$ cat src/rtl/ysyx_22051013_mem_arbiter_pkg.sv
// Shared encodings for the IF/LSU memory-port arbiter.
package ysyx_22051013_mem_arbiter_pkg;

  // Transaction FSM: choose a requester, present it on the bus, await the response.
  typedef enum logic [1:0] {
    S_IDLE = 2'd0,
    S_REQ  = 2'd1,
    S_WAIT = 2'd2
  } state_e;

  // Which requester owns the transaction currently on the bus.
  typedef enum logic {
    OWN_IF  = 1'b0,
    OWN_MEM = 1'b1
  } owner_e;

  // MEM grants tolerated while IF waits before IF is forced to the front.
  localparam int STARVE_N_DEFAULT = 2;

  // Pick the 32-bit instruction out of a 64-bit beat using address bit 2.
  function automatic logic [31:0] select_word(input logic hi, input logic [63:0] data);
    return hi ? data[63:32] : data[31:0];
  endfunction

endpackage

$ cat src/rtl/ysyx_22051013_mem_arbiter.sv
// Shares the single 64-bit memory port between instruction fetch and the LSU.
// One transaction in flight; MEM has priority, an aging counter keeps IF from
// starving, and a redirect kill swallows the response of a stale fetch.
module ysyx_22051013_mem_arbiter
  import ysyx_22051013_mem_arbiter_pkg::*;
#(
  parameter int AW       = 64,
  parameter int DW       = 64,
  parameter int STARVE_N = STARVE_N_DEFAULT
) (
  input  logic          clk,
  input  logic          rst,
  input  logic          if_req,
  input  logic [AW-1:0] if_addr,
  input  logic          if_kill,
  output logic          if_gnt,
  output logic          if_rvalid,
  output logic [31:0]   if_rdata,
  input  logic          mem_req,
  input  logic          mem_we,
  input  logic [AW-1:0] mem_addr,
  input  logic [DW-1:0] mem_wdata,
  input  logic [7:0]    mem_wmask,
  output logic          mem_gnt,
  output logic          mem_rvalid,
  output logic [DW-1:0] mem_rdata,
  output logic          bus_valid,
  input  logic          bus_ready,
  output logic          bus_we,
  output logic [AW-1:0] bus_addr,
  output logic [DW-1:0] bus_wdata,
  output logic [7:0]    bus_wmask,
  input  logic          bus_rvalid,
  input  logic [DW-1:0] bus_rdata
);

  localparam int CW = $clog2(STARVE_N + 1);

  state_e          state_reg, state_next;
  owner_e          owner_reg, owner_next;
  logic            drop_reg, drop_next;
  logic [CW-1:0]   starve_reg, starve_next;
  logic            we_reg, we_next;
  logic [AW-1:0]   addr_reg, addr_next;
  logic [DW-1:0]   wdata_reg, wdata_next;
  logic [7:0]      wmask_reg, wmask_next;
  logic            if_gnt_reg, if_gnt_next;
  logic            mem_gnt_reg, mem_gnt_next;
  logic            if_rvalid_reg, if_rvalid_next;
  logic            mem_rvalid_reg, mem_rvalid_next;
  logic [31:0]     if_rdata_reg, if_rdata_next;
  logic [DW-1:0]   mem_rdata_reg, mem_rdata_next;

  logic            if_take;
  logic            starve_full;
  logic            sel_if;
  logic            sel_mem;
  logic            owner_is_if;

  // A fetch raised together with a kill is already stale, so it is not eligible.
  assign if_take     = if_req && !if_kill;
  assign starve_full = (starve_reg == CW'(STARVE_N));
  assign sel_if      = if_take && (starve_full || !mem_req);
  assign sel_mem     = mem_req && !sel_if;
  assign owner_is_if = (owner_reg == OWN_IF);

  assign bus_valid  = (state_reg == S_REQ);
  assign bus_we     = we_reg;
  assign bus_addr   = addr_reg;
  assign bus_wdata  = wdata_reg;
  assign bus_wmask  = wmask_reg;
  assign if_gnt     = if_gnt_reg;
  assign mem_gnt    = mem_gnt_reg;
  assign if_rvalid  = if_rvalid_reg;
  assign mem_rvalid = mem_rvalid_reg;
  assign if_rdata   = if_rdata_reg;
  assign mem_rdata  = mem_rdata_reg;

  // Next-state, request latching, starvation aging and response routing.
  always_comb begin
    state_next      = state_reg;
    owner_next      = owner_reg;
    drop_next       = drop_reg;
    starve_next     = starve_reg;
    we_next         = we_reg;
    addr_next       = addr_reg;
    wdata_next      = wdata_reg;
    wmask_next      = wmask_reg;
    if_gnt_next     = 1'b0;
    mem_gnt_next    = 1'b0;
    if_rvalid_next  = 1'b0;
    mem_rvalid_next = 1'b0;
    if_rdata_next   = if_rdata_reg;
    mem_rdata_next  = mem_rdata_reg;

    case (state_reg)
      S_IDLE: begin
        drop_next = 1'b0;
        if (sel_if) begin
          owner_next = OWN_IF;
          we_next    = 1'b0;
          addr_next  = if_addr;
          wdata_next = '0;
          wmask_next = '0;
          state_next = S_REQ;
        end else if (sel_mem) begin
          owner_next = OWN_MEM;
          we_next    = mem_we;
          addr_next  = mem_addr;
          wdata_next = mem_wdata;
          wmask_next = mem_wmask;
          state_next = S_REQ;
        end
      end

      S_REQ: begin
        // The request stays on the bus even if the fetch is killed; only the reply is dropped.
        if (owner_is_if && if_kill) begin
          drop_next = 1'b1;
        end
        if (bus_ready) begin
          state_next = S_WAIT;
          if (owner_is_if) begin
            if_gnt_next = 1'b1;
            starve_next = '0;
          end else begin
            mem_gnt_next = 1'b1;
            if (if_req && !starve_full) begin
              starve_next = starve_reg + CW'(1);
            end
          end
        end
      end

      S_WAIT: begin
        if (owner_is_if && if_kill) begin
          drop_next = 1'b1;
        end
        if (bus_rvalid) begin
          state_next = S_IDLE;
          drop_next  = 1'b0;
          if (owner_is_if) begin
            // A kill landing on the response cycle still counts as a redirect.
            if (!(drop_reg || if_kill)) begin
              if_rvalid_next = 1'b1;
              if_rdata_next  = select_word(addr_reg[2], 64'(bus_rdata));
            end
          end else begin
            mem_rvalid_next = 1'b1;
            mem_rdata_next  = bus_rdata;
          end
        end
      end

      default: begin
        state_next = S_IDLE;
      end
    endcase
  end

  // State and output registers; reset abandons any transaction in flight.
  always_ff @(posedge clk) begin
    if (rst) begin
      state_reg      <= S_IDLE;
      owner_reg      <= OWN_IF;
      drop_reg       <= 1'b0;
      starve_reg     <= '0;
      we_reg         <= 1'b0;
      addr_reg       <= '0;
      wdata_reg      <= '0;
      wmask_reg      <= '0;
      if_gnt_reg     <= 1'b0;
      mem_gnt_reg    <= 1'b0;
      if_rvalid_reg  <= 1'b0;
      mem_rvalid_reg <= 1'b0;
      if_rdata_reg   <= '0;
      mem_rdata_reg  <= '0;
    end else begin
      state_reg      <= state_next;
      owner_reg      <= owner_next;
      drop_reg       <= drop_next;
      starve_reg     <= starve_next;
      we_reg         <= we_next;
      addr_reg       <= addr_next;
      wdata_reg      <= wdata_next;
      wmask_reg      <= wmask_next;
      if_gnt_reg     <= if_gnt_next;
      mem_gnt_reg    <= mem_gnt_next;
      if_rvalid_reg  <= if_rvalid_next;
      mem_rvalid_reg <= mem_rvalid_next;
      if_rdata_reg   <= if_rdata_next;
      mem_rdata_reg  <= mem_rdata_next;
    end
  end

endmodule

$ cat config.mk
export PLATFORM = sky130hd
export DESIGN_NAME = ysyx_22051013_mem_arbiter
export DESIGN_NICKNAME = d
export VERILOG_FILES = /design/src/rtl/ysyx_22051013_mem_arbiter_pkg.sv /design/src/rtl/ysyx_22051013_mem_arbiter.sv
export SDC_FILE = /design/constraint.sdc
export NUM_CORES = 1
export LEC_CHECK = 0
export ABC_AREA = 1
export BUFFER_PORTS_ARGS = -buffer_cell sky130_fd_sc_hd__buf_2
export CORE_AREA = 2 2 196 198
export DETAILED_ROUTE_END_ITERATION = 6
export DIE_AREA = 0 0 198 200
export HOLD_SLACK_MARGIN = 0.06
export SYNTH_ARGS = -nofsm -noshare
export SYNTH_HDL_FRONTEND = slang
export SYNTH_SLANG_ARGS = --single-unit
$ cat constraint.sdc
create_clock -name clk -period 1.5 [get_ports clk]
set_input_delay 0.15 -clock clk [delete_from_list [all_inputs] [get_ports clk]]
set_output_delay 0.15 -clock clk [all_outputs]
set_load 0.005 [all_outputs]
==> metrics.txt, run 1 <==
status=complete, but fails checks; failing checks=negative setup slack; Comb pwr share=33.1%; FILL cells=3282; HPWL after detailed placement=28400 um; register area share after synthesis=43.4%; TritonCTS buffer count=29; Congestion Overflow GR=0; Hold Crit Start=rst; total power draw=0.0217 W; Worst Reg-to-Reg Cells=9; WHS Endpoint=mem_rdata[62]; HP Class=primary input to flip-flop; final core occ=53.4%; Mapped Nets=2038; setup tns final=-0.889 ns; die height=200 um; area grow syn2layout=78.1%; TritonCTS clock tree=done; max_cap viols=0; final std cells w/o fill=3070; final worst setup slack=-0.0815 ns; Sw Pwr=0.00723 W; Worst R2R End=bus_addr[17]; CTS sink cnt=243; Pre-antenna DRT Iters=5; routed len/inst=16.9 um; clock group share of total power=32.2%; Max Freq=632 MHz; DRT iter0 DRCs=843; dpl cells=2702; Leakage=10.1 nW; Synth top area share=43.4%; Die X=198 um; Sequential Area=4870 sq um; sequential power share=34.6%; Worst EP arrival=2.02 ns; number of vias in the routed layout=14639; unrepaired setup endpoints after global routing=yes; most area-consuming cells after synthesis=dfxtp_1 (43%), nand2_1 (20%), a21oi_1 (9.7%); internal power=0.0145 W; slew margin rel.=59.3%; CTS clk-pin slew, worst paths=0.06 ns; Setup Crit Path Kind=flip-flop to flip-flop; Yosys top cell by area=dfxtp_1; worst reg2reg startpoint=state_reg[1]; Mean Syn Cell Area=6.37 sq um; R2R Setup Slk=-0.08 ns; post-synthesis register bit count=243; switching share of power=33.3%; PD cells=1090 nW/um^2; Crit path largest cell delay=0.33 ns; Slew Viols, Final=0; Worst Max-Slew Pin Slew=0.610 ns; crit start category=flip-flop; core area=37400 sq um; GPL Wtd Cong=0.876; GRT Overall Usage=20.9%; initial antenna violation count=3; die area=39600 sq um; fin crit period=1.58 ns; post-synthesis cell count=1761; Starting Density=30.0%; vias in the first global route=13206; first-pass GRT wire length=67100 um; CTS H-tree lvls=1; io pins=510; largest net degree at the start of global routing=94; critical path cell sequence=inv_2, ha_4, a21boi_4, buf_12, buf_12, clkbuf_16, nand2_2, nor2_1, nor2_1; final hold viol count=0; Rows=71; Post-DRT Antenna Nets=0; ratio of cells with drive above 1 in the final layout=32.7%; Worst path slowest cell=dfxtp_2; Post-Syn Area=11200 sq um; Total Wirelength=51800 um; Root Buffer=clkbuf_16; area of the multi-input gates=5880 sq um; clk_lat worst skew=0.55 ns; Layout Skew=0.0109 ns; Critical Path Fanout Max=7; drt drc=0; Ys Warns=0; final setup fails=43; hold depth=3; largest buffer count on any clock path=3; most frequent cells in the layout=nand2_1 (523), buf_2 (507), dlygate4sd3_1 (269); post-DR vias/cell=4.77; commonest non-fill, non-tap cell in the layout=nand2_1; Final Cycle Share=105%; CP required=1.94 ns; fin nets=2812; I/O Buffers=509; worst vdd ir=741 uV; Critical Path Sink Type=flip-flop; post-synth cell types=19
## how the worst max path moves through the flow
stage,cells after the start,to,startpoint
floorplan,10,bus_addr[20],starve_reg[0]
global route,11,bus_addr[10],starve_reg[0]
finish,9,bus_addr[17],state_reg[1]
detailed placement,10,bus_addr[26],starve_reg[0]
global placement,7,bus_wdata[43],state_reg[1]
CTS,4,bus_valid,state_reg[1]
## critical path, delay by kind of cell (launching register included)
kind                     cells  cell delay [ns]
AO/OA/AOI/OAI                1             0.19
adder cells (fa/ha/maj)      1             0.14
flip-flops                   1             0.33
buffers and inverters        4             0.57
AND/OR/NAND/NOR              3             0.22
## per-stage QoR
step / hold slack, ns / setup slack [ns] / instance area, sq um
finish: 0.113 / -0.0815 / 20000
detailed placement: 0.440 / -0.00697 / 14400
global placement: 0.436 / 0.00699 / 14400
floorplan: 0.315 / 0.0336 / 11200
global route: 0.145 / -0.176 / 20000
CTS: 0.0639 / -0.0146 / 18100
## synthesized netlist by cell type, drive strengths merged
library cell	number
dfxtp	243
a31oi	32
nand2	584
a21boi	1
inv	217
clkbuf	57
nor3	1
ha	5
o211ai	2
nor2	233
o21ai	33
buf	70
nand3	66
a21oi	217
## area by class of cell
class | instances | share of cell area (%)
clock buffers | 40 | 4.19
clock inverters | 14 | 0.558
multi-input cells | 1176 | 29.4
diodes | 1 | 0.0125
flip-flops and latches | 243 | 24.4
repair buffers | 868 | 34.1
inverters | 217 | 4.11
well taps | 511 | 3.20
## layer usage
layer,GRT usage (%),routed length [um],vias up
li1,-,-,6954
met1,24.2,19600,6682
met2,35.5,25100,813
met3,5.36,4380,186
met4,11.1,2720,4
met5,0,27,-
## power by group through the flow
stage                     sequential [W]  combinational (W)  clock (W)
after global routing             0.00758            0.00778    0.00741
after global placement           0.00760            0.00481          0
after CTS                        0.00749            0.00545    0.00714
after detailed placement         0.00762            0.00484          0
after floorplan                  0.00762            0.00266          0
final                            0.00753            0.00720    0.00701
## kinds of logic (layout without fill, tap and decap cells)
group                    count (synthesis)  count (layout)  share of synthesized area (%)
AO/OA/AOI/OAI                          285             285                           13.2
adder cells (fa/ha/maj)                  5               5                          0.558
buffers and inverters                  344            1139                           12.5
flip-flops                             243             243                           43.4
other                                    0               1                              0
AND/OR/NAND/NOR                        884             886                           30.4
## what timing repair did
action                                  CTS  global route
resized for setup                        12           307
hold buffers                            269             0
setup buffers                             1            13
cloned                                    0            30
endpoints found under the setup margin    6           237
pin swaps                                 1            94
hold endpoints to repair                239             0
(Power assumes the default switching activity.)
==> inputs of run 2 (changes only) <==
--- a/config.mk
+++ b/config.mk
@@ -6,10 +6,11 @@
 export NUM_CORES = 1
 export LEC_CHECK = 0
 export ABC_AREA = 1
-export BUFFER_PORTS_ARGS = -buffer_cell sky130_fd_sc_hd__buf_2
+export BUFFER_PORTS_ARGS = -buffer_cell sky130_fd_sc_hd__clkbuf_2
 export CORE_AREA = 2 2 196 198
 export DETAILED_ROUTE_END_ITERATION = 6
 export DIE_AREA = 0 0 198 200
+export GPL_TIMING_DRIVEN = 0
 export HOLD_SLACK_MARGIN = 0.06
 export SYNTH_ARGS = -nofsm -noshare
 export SYNTH_HDL_FRONTEND = slang
==> run 2 against run 1 <==
  * Critical path depth did not move
  * Worst setup slack improved by 0.0033 ns
  * Clock power rose by 8.3%
  * The run still ends with negative setup slack left
  * Power rose by 0.96%
  * Sequential power barely moved
  * Final cell count rose by 2.2%
  * Clock-buffer cell count fell by 2
  * Critical path type unchanged
  * First-iteration DRC count fell by 14%
  * Sequential cell count did not move
  * Non-clock buffer count rose by 68
  * Die area did not move
==> metrics.txt, run 2 (synthesis gave the netlist of run 1 again) <==
die height=200 um (unchanged); Pre-antenna DRT Iters=5 (unchanged); TritonCTS clock tree=done; max_cap viols=0 (unchanged); final worst setup slack=-0.0782 ns (+0.00331 ns); status=complete, but fails checks; Post-DRT Antenna Nets=0 (unchanged); most frequent cells in the layout=nand2_1 (569), clkbuf_2 (517), dlygate4sd3_1 (268); Comb pwr share=31.1% (-2.0 points); drt drc=0 (unchanged); Layout Skew=0.0113 ns (+0.000356 ns); Slew Viols, Final=0 (unchanged); Worst Max-Slew Pin Slew=0.881 ns (+0.271 ns); placed inst area=14400 sq um (-0.29%); largest buffer count on any clock path=3 (unchanged); die area=39600 sq um (unchanged); final hold viol count=0 (unchanged); Root Buffer=clkbuf_16; number of vias in the routed layout=14681 (+0.29%); CTS sink cnt=243 (unchanged); routed len/inst=16.8 um (-0.48%); DRT iter0 DRCs=725 (-14%); R2R Setup Slk=-0.08 ns (about the same); io pins=510 (unchanged); switching share of power=31.6% (-1.6 points); largest net degree at the start of global routing=14 (-85%); crit start category=flip-flop; initial antenna violation count=5 (+2); PD cells=1110 nW/um^2 (+2.3%); HPWL after detailed placement=35400 um (+25%); Rows=71 (unchanged); CP required=1.95 ns (about the same); final setup fails=95 (+120%); Setup Crit Path Kind=flip-flop to flip-flop; GPL Wtd Cong=0.883 (+0.82%); TritonCTS buffer count=28 (-3.4%); ratio of cells with drive above 1 in the final layout=30.6% (-2.1 points); Sw Pwr=0.00694 W (-4.0%); clock group share of total power=34.6% (+2.4 points); hold depth=6 (+3); commonest non-fill, non-tap cell in the layout=nand2_1; Worst EP arrival=2.03 ns (about the same); setup tns final=-2.64 ns (-1.75 ns); I/O Buffers=508 (-0.20%); Max Freq=634 MHz (+0.21%); Congestion Overflow GR=0 (unchanged); Total Wirelength=52700 um (+1.7%); Die X=198 um (unchanged); GRT Overall Usage=24.6% (+3.7 points); failing checks=negative setup slack; Final Cycle Share=105% (-0.22 points); vias in the first global route=14299 (+8.3%); Critical Path Fanout Max=5 (-2); Worst Reg-to-Reg Cells=9 (unchanged); fin nets=2877 (+2.3%); area grow syn2layout=75.8%; unrepaired setup endpoints after global routing=yes; Leakage=9.96 nW (-1.8%); sequential power share=34.2% (-0.4 points); first-pass GRT wire length=76200 um (+14%); core area=37400 sq um (unchanged); post-DR vias/cell=4.68 (-1.9%); CTS clk-pin slew, worst paths=0.06 ns (about the same); CTS H-tree lvls=1 (unchanged); worst vdd ir=774 uV (+4.5%); fin crit period=1.58 ns (-0.00331 ns); slew margin rel.=41.3% (-18 points); clk_lat worst skew=0.55 ns (about the same); total power draw=0.0219 W (+0.96%); Critical Path Sink Type=flip-flop; internal power=0.0150 W (+3.4%); HP Class=primary input to flip-flop; Final Instance Area=19700 sq um (-1.3%); Starting Density=30.0% (unchanged)
==> run 2: cell count changes in the layout (fill, tap and decap cells not counted), moves of 11 or more <==
cell | before | now
buf_12 | 25 | 11
nor2_1 | 189 | 211
nand2_1 | 523 | 569
a21oi_1 | 163 | 152
a21oi_2 | 48 | 64
clkbuf_2 | 0 | 517
nand2_4 | 38 | 3
o21ai_1 | 20 | 7
clkbuf_1 | 4 | 34
nor2_4 | 17 | 5
buf_2 | 507 | 23
o21ai_0 | 6 | 26
==> run 2: layout make-up <==
cell class,count,area (sq um)
fill,3363,17700
timing repair buffer,813,5910
multi-input combinational,1174,5390
sequential,243,4870
buffer,123,1030
clock buffer,38,830
inverter,217,827
tap,511,639
clock inverter,14,204
antenna,4,10.0
==> run 2: critical path, cell delays in order (launching register included) <==
cell and delay [ns]:
dfxtp_2 0.34, inv_4 0.08, ha_4 0.15, a21boi_4 0.23
buf_12 0.17, buf_12 0.14, buf_8 0.12, nand2_2 0.06
nor2_4 0.13, nor2_1 0.05
==> run 2: layer usage <==
layer / GRT usage (%) / share of wire, % / routed length, um / vias to the layer above
li1: - / - / - / 7090
met2: 43.3 / 48 / 25400 / 725
met3: 5.12 / 7.1 / 3750 / 199
met4: 12.8 / 5.5 / 2910 / 4
met5: 0 / 0.040 / 21 / -
met1: 28.1 / 39 / 20600 / 6663
==> run 2: what timing repair did <==
action                                  in CTS  in global routing
hold endpoints to repair                   239                  0
setup buffers                               13                  4
hold buffers                               268                  0
gates resized for setup                    182                146
endpoints found under the setup margin     235                232
pin swaps                                   19                  7
cloned                                      12                  9
==> run 2: final timing paths <==
check               start      endpoint
max          state_reg[1]  bus_addr[63]
min               mem_req  state_reg[1]
max reg2reg  state_reg[1]  bus_addr[63]
min reg2reg  mem_rdata[3]  mem_rdata[3]
==> run 2: power by group through the flow <==
| stage | logic [W] | registers, W | clock network [W] |
|---|---|---|---|
| after floorplan | 0.00266 | 0.00762 | 0 |
| after global placement | 0.00480 | 0.00759 | 0 |
| after detailed placement | 0.00483 | 0.00762 | 0 |
| after CTS | 0.00643 | 0.00750 | 0.00776 |
| after global routing | 0.00746 | 0.00758 | 0.00801 |
| final | 0.00683 | 0.00751 | 0.00759 |
==> run 2: per-stage QoR <==
| step | instances | hold slack, ns | utilization (%) | setup WS, ns |
|---|---|---|---|---|
| 6_report | 3137 | 0.124 | 52.7 | -0.0782 |
| 5_1_grt | 3136 | 0.136 | 52.7 | -0.133 |
| 4_1_cts | 3121 | 0.0998 | 50.9 | -0.0964 |
| 3_5_place_dp | 2780 | 0.429 | 38.5 | -0.825 |
| 3_3_place_gp | 2780 | 0.424 | 38.5 | -0.829 |
| 2_1_floorplan | 1761 | 0.315 | - | 0.0336 |
==> inputs of run 3 (changes only) <==
--- a/config.mk
+++ b/config.mk
@@ -12,6 +12,7 @@
 export DIE_AREA = 0 0 198 200
 export GPL_TIMING_DRIVEN = 0
 export HOLD_SLACK_MARGIN = 0.06
+export PLACE_DENSITY = 0.58
 export SYNTH_ARGS = -nofsm -noshare
 export SYNTH_HDL_FRONTEND = slang
 export SYNTH_SLANG_ARGS = --single-unit
==> run 3 against run 2 <==
  * The run still ends with negative setup slack left
  * Via count down 0.61%
  * Clock skew up 0.018 ns
  * Final cell count down 0.35%
  * Worst setup slack worse by 0.031 ns
  * Critical path depth unchanged
  * First-iteration DRC count down 5.9%
  * Largest cell class unchanged
  * Largest power group is now registers
  * Power down 4.5%
  * Sequential share of layout area up 0.085 points
  * Sequential cell count unchanged
  * Routed wire length down 0.79%
  * Sequential power about the same
  * Worst hold slack worse by 0.048 ns
==> metrics.txt, run 3 (synthesis gave the netlist of run 1 again) <==
status=complete, but fails checks; failing checks=negative setup slack; Setup Crit Path Kind=flip-flop to flip-flop; HP Class=primary input to flip-flop; final std cells w/o fill=3126 (-0.35%); Critical path origin=starve_reg[0]; Worst R2R End=bus_wdata[25]; Post-DRT Antenna Nets=0 (unchanged); GR peak layer=met2; Setup crit end=bus_wdata[25]; Leakage=9.94 nW (-0.16%); Max Freq=621 MHz (-1.9%); Slew Viols, Final=0 (unchanged); commonest non-fill, non-tap cell in the layout=nand2_1; critical path cell sequence=inv_2, ha_2, inv_2, nand2_4, buf_8, buf_4, a21oi_1, nand2_4, a21oi_2; total power draw=0.0209 W (-4.5%); Starting Density=30.0% (unchanged); fin nets=2869 (-0.28%); die area=39600 sq um (unchanged); I/O Buffers=508 (unchanged); met2 GRT Util=41.5% (-1.8 points); drt drc=0 (unchanged); TritonCTS clock tree=done; io pins=510 (unchanged); HPWL after detailed placement=35700 um (+1.1%); routed len/inst=16.7 um (-0.44%); CTS sink cnt=243 (unchanged); Congestion Overflow GR=0 (unchanged); worst vdd ir=765 uV (-1.2%); final hold viol count=0 (unchanged); Worst EP arrival=2.08 ns (+0.05 ns); CP required=1.97 ns (+0.02 ns); Final Cycle Share=107% (+2.1 points); ratio of cells with drive above 1 in the final layout=31.2% (+0.61 points); CP top delay family=buffers and inverters; die height=200 um (unchanged); Critical Path Sink Type=flip-flop; Critical Path Fanout Max=10 (+5); final setup fails=99 (+4.2%); TritonCTS buffer count=28 (unchanged); Die X=198 um (unchanged); Worst path slowest cell=dfxtp_2; met3 usage=4.89% (-0.24 points); Worst Max-Slew Pin Slew=0.899 ns (+0.0177 ns); PD cells=1070 nW/um^2 (-4.2%); pre-CTS WS=-0.703 ns (+0.123 ns); Buf+Inv Stages, Crit Path=4 (unchanged); placed inst area=14400 sq um (unchanged); number of vias in the routed layout=14592 (-0.61%); Hold Crit Start=if_req; clk_lat worst skew=0.56 ns (about the same); largest net degree at the start of global routing=15 (+1); setup tns final=-3.41 ns (-0.775 ns); Worst Reg-to-Reg Cells=9 (unchanged); crit start category=flip-flop; vias in the first global route=14009 (-2.0%); met1 usage=28.6% (+0.45 points); dpl cells=2780 (unchanged); Pre-antenna DRT Iters=5 (unchanged); Rows=71 (unchanged); DRT iter0 DRCs=682 (-5.9%); CP Depth=9 (unchanged); slew margin rel.=40.1% (-1.2 points); CTS clk-pin slew, worst paths=0.06 ns (about the same); max_cap viols=0 (unchanged); first-pass GRT wire length=75000 um (-1.6%); core area=37400 sq um (unchanged); fin crit period=1.61 ns (+0.0312 ns); hold depth=6 (unchanged); R2R Setup Slk=-0.11 ns (-0.03 ns); CTS H-tree lvls=1 (unchanged); unrepaired setup endpoints after global routing=yes; area grow syn2layout=75.1%; post-DR vias/cell=4.67 (-0.26%); final worst setup slack=-0.109 ns (-0.0312 ns); Final Instance Area=19600 sq um (-0.37%); initial antenna violation count=2 (-3); worst reg2reg startpoint=starve_reg[0]; GRT Overall Usage=24.2% (-0.33 points); most frequent cells in the layout=nand2_1 (548), clkbuf_2 (518), dlygate4sd3_1 (268); Layout Skew=0.0291 ns (+0.0178 ns); Crit path largest cell delay=0.34 ns (about the same); GPL Wtd Cong=0.931 (+5.5%); Total Wirelength=52300 um (-0.79%); largest buffer count on any clock path=3 (unchanged); Root Buffer=clkbuf_16
[run 3: changes by cell type in the layout (fill, tap and decap cells not counted), moves of 5 or more]
cell     before  now
nand2_2      11   18
nor2_1      211  205
buf_2        23   13
o21ai_0      26   14
nand2_4       3   16
buf_4        14   19
buf_12       11   16
o21ai_1       7   17
nand2_1     569  548
a21oi_1     152  158
a21oi_2      64   57
[run 3: per-stage QoR]
stage / utilization (%) / hold slack, ns
3_5_place_dp: 38.5 / 0.430
6_report: 52.5 / 0.0760
3_3_place_gp: 38.5 / 0.425
4_1_cts: 50.0 / 0.0621
2_1_floorplan: - / 0.315
5_1_grt: 52.5 / 0.133
[run 3: worst register-to-register path: stages, from the launching register on]
cell and delay, ns:
dfxtp_2 0.34, inv_2 0.03, ha_2 0.18, inv_2 0.06, nand2_4 0.07, buf_8 0.16
buf_4 0.20, a21oi_1 0.28, nand2_4 0.07, a21oi_2 0.13
[run 3: worst min-delay path by stage]
stage,to,slack (ns)
3_3_place_gp,mem_rdata[63],0.42
5_1_grt,state_reg[1],0.13
2_1_floorplan,mem_rdata[23],0.32
3_5_place_dp,mem_rdata[46],0.43
6_report,state_reg[1],0.08
4_1_cts,state_reg[1],0.06
[run 3: layer usage]
layer	routed length, um	share of wire (%)	vias to the layer above
li1	-	-	7078
met1	20800	40	6579
met2	24500	47	754
met3	4090	7.8	181
met4	2850	5.5	0
met5	0	0	-
[run 3: final cells by class]
| cell class | instances | area (sq um) |
|---|---|---|
| Inverter | 217 | 825 |
| Sequential cell | 243 | 4870 |
| Fill cell | 3480 | 17800 |
| Clock buffer | 36 | 771 |
| Antenna cell | 3 | 7.51 |
| Clock inverter | 14 | 113 |
| Buffer | 126 | 1150 |
| Multi-Input combinational cell | 1174 | 5540 |
| Tap cell | 511 | 639 |
| Timing Repair Buffer | 802 | 5730 |
[run 3: timing repair]
item | 4_1_cts | 5_1_grt
pin swaps | 11 | 27
endpoints found under the setup margin | 235 | 233
resized for setup | 175 | 218
gates cloned | 5 | 10
hold buffers | 268 | 0
hold endpoints to repair | 238 | 0
buffers inserted | 5 | 6
[run 3: power by group]
group / switching, W / internal (W)
Clock: 0.00291 / 0.00379
Sequential: 0.000389 / 0.00712
Combinational: 0.00370 / 0.00303
Total: 0.00700 / 0.0139
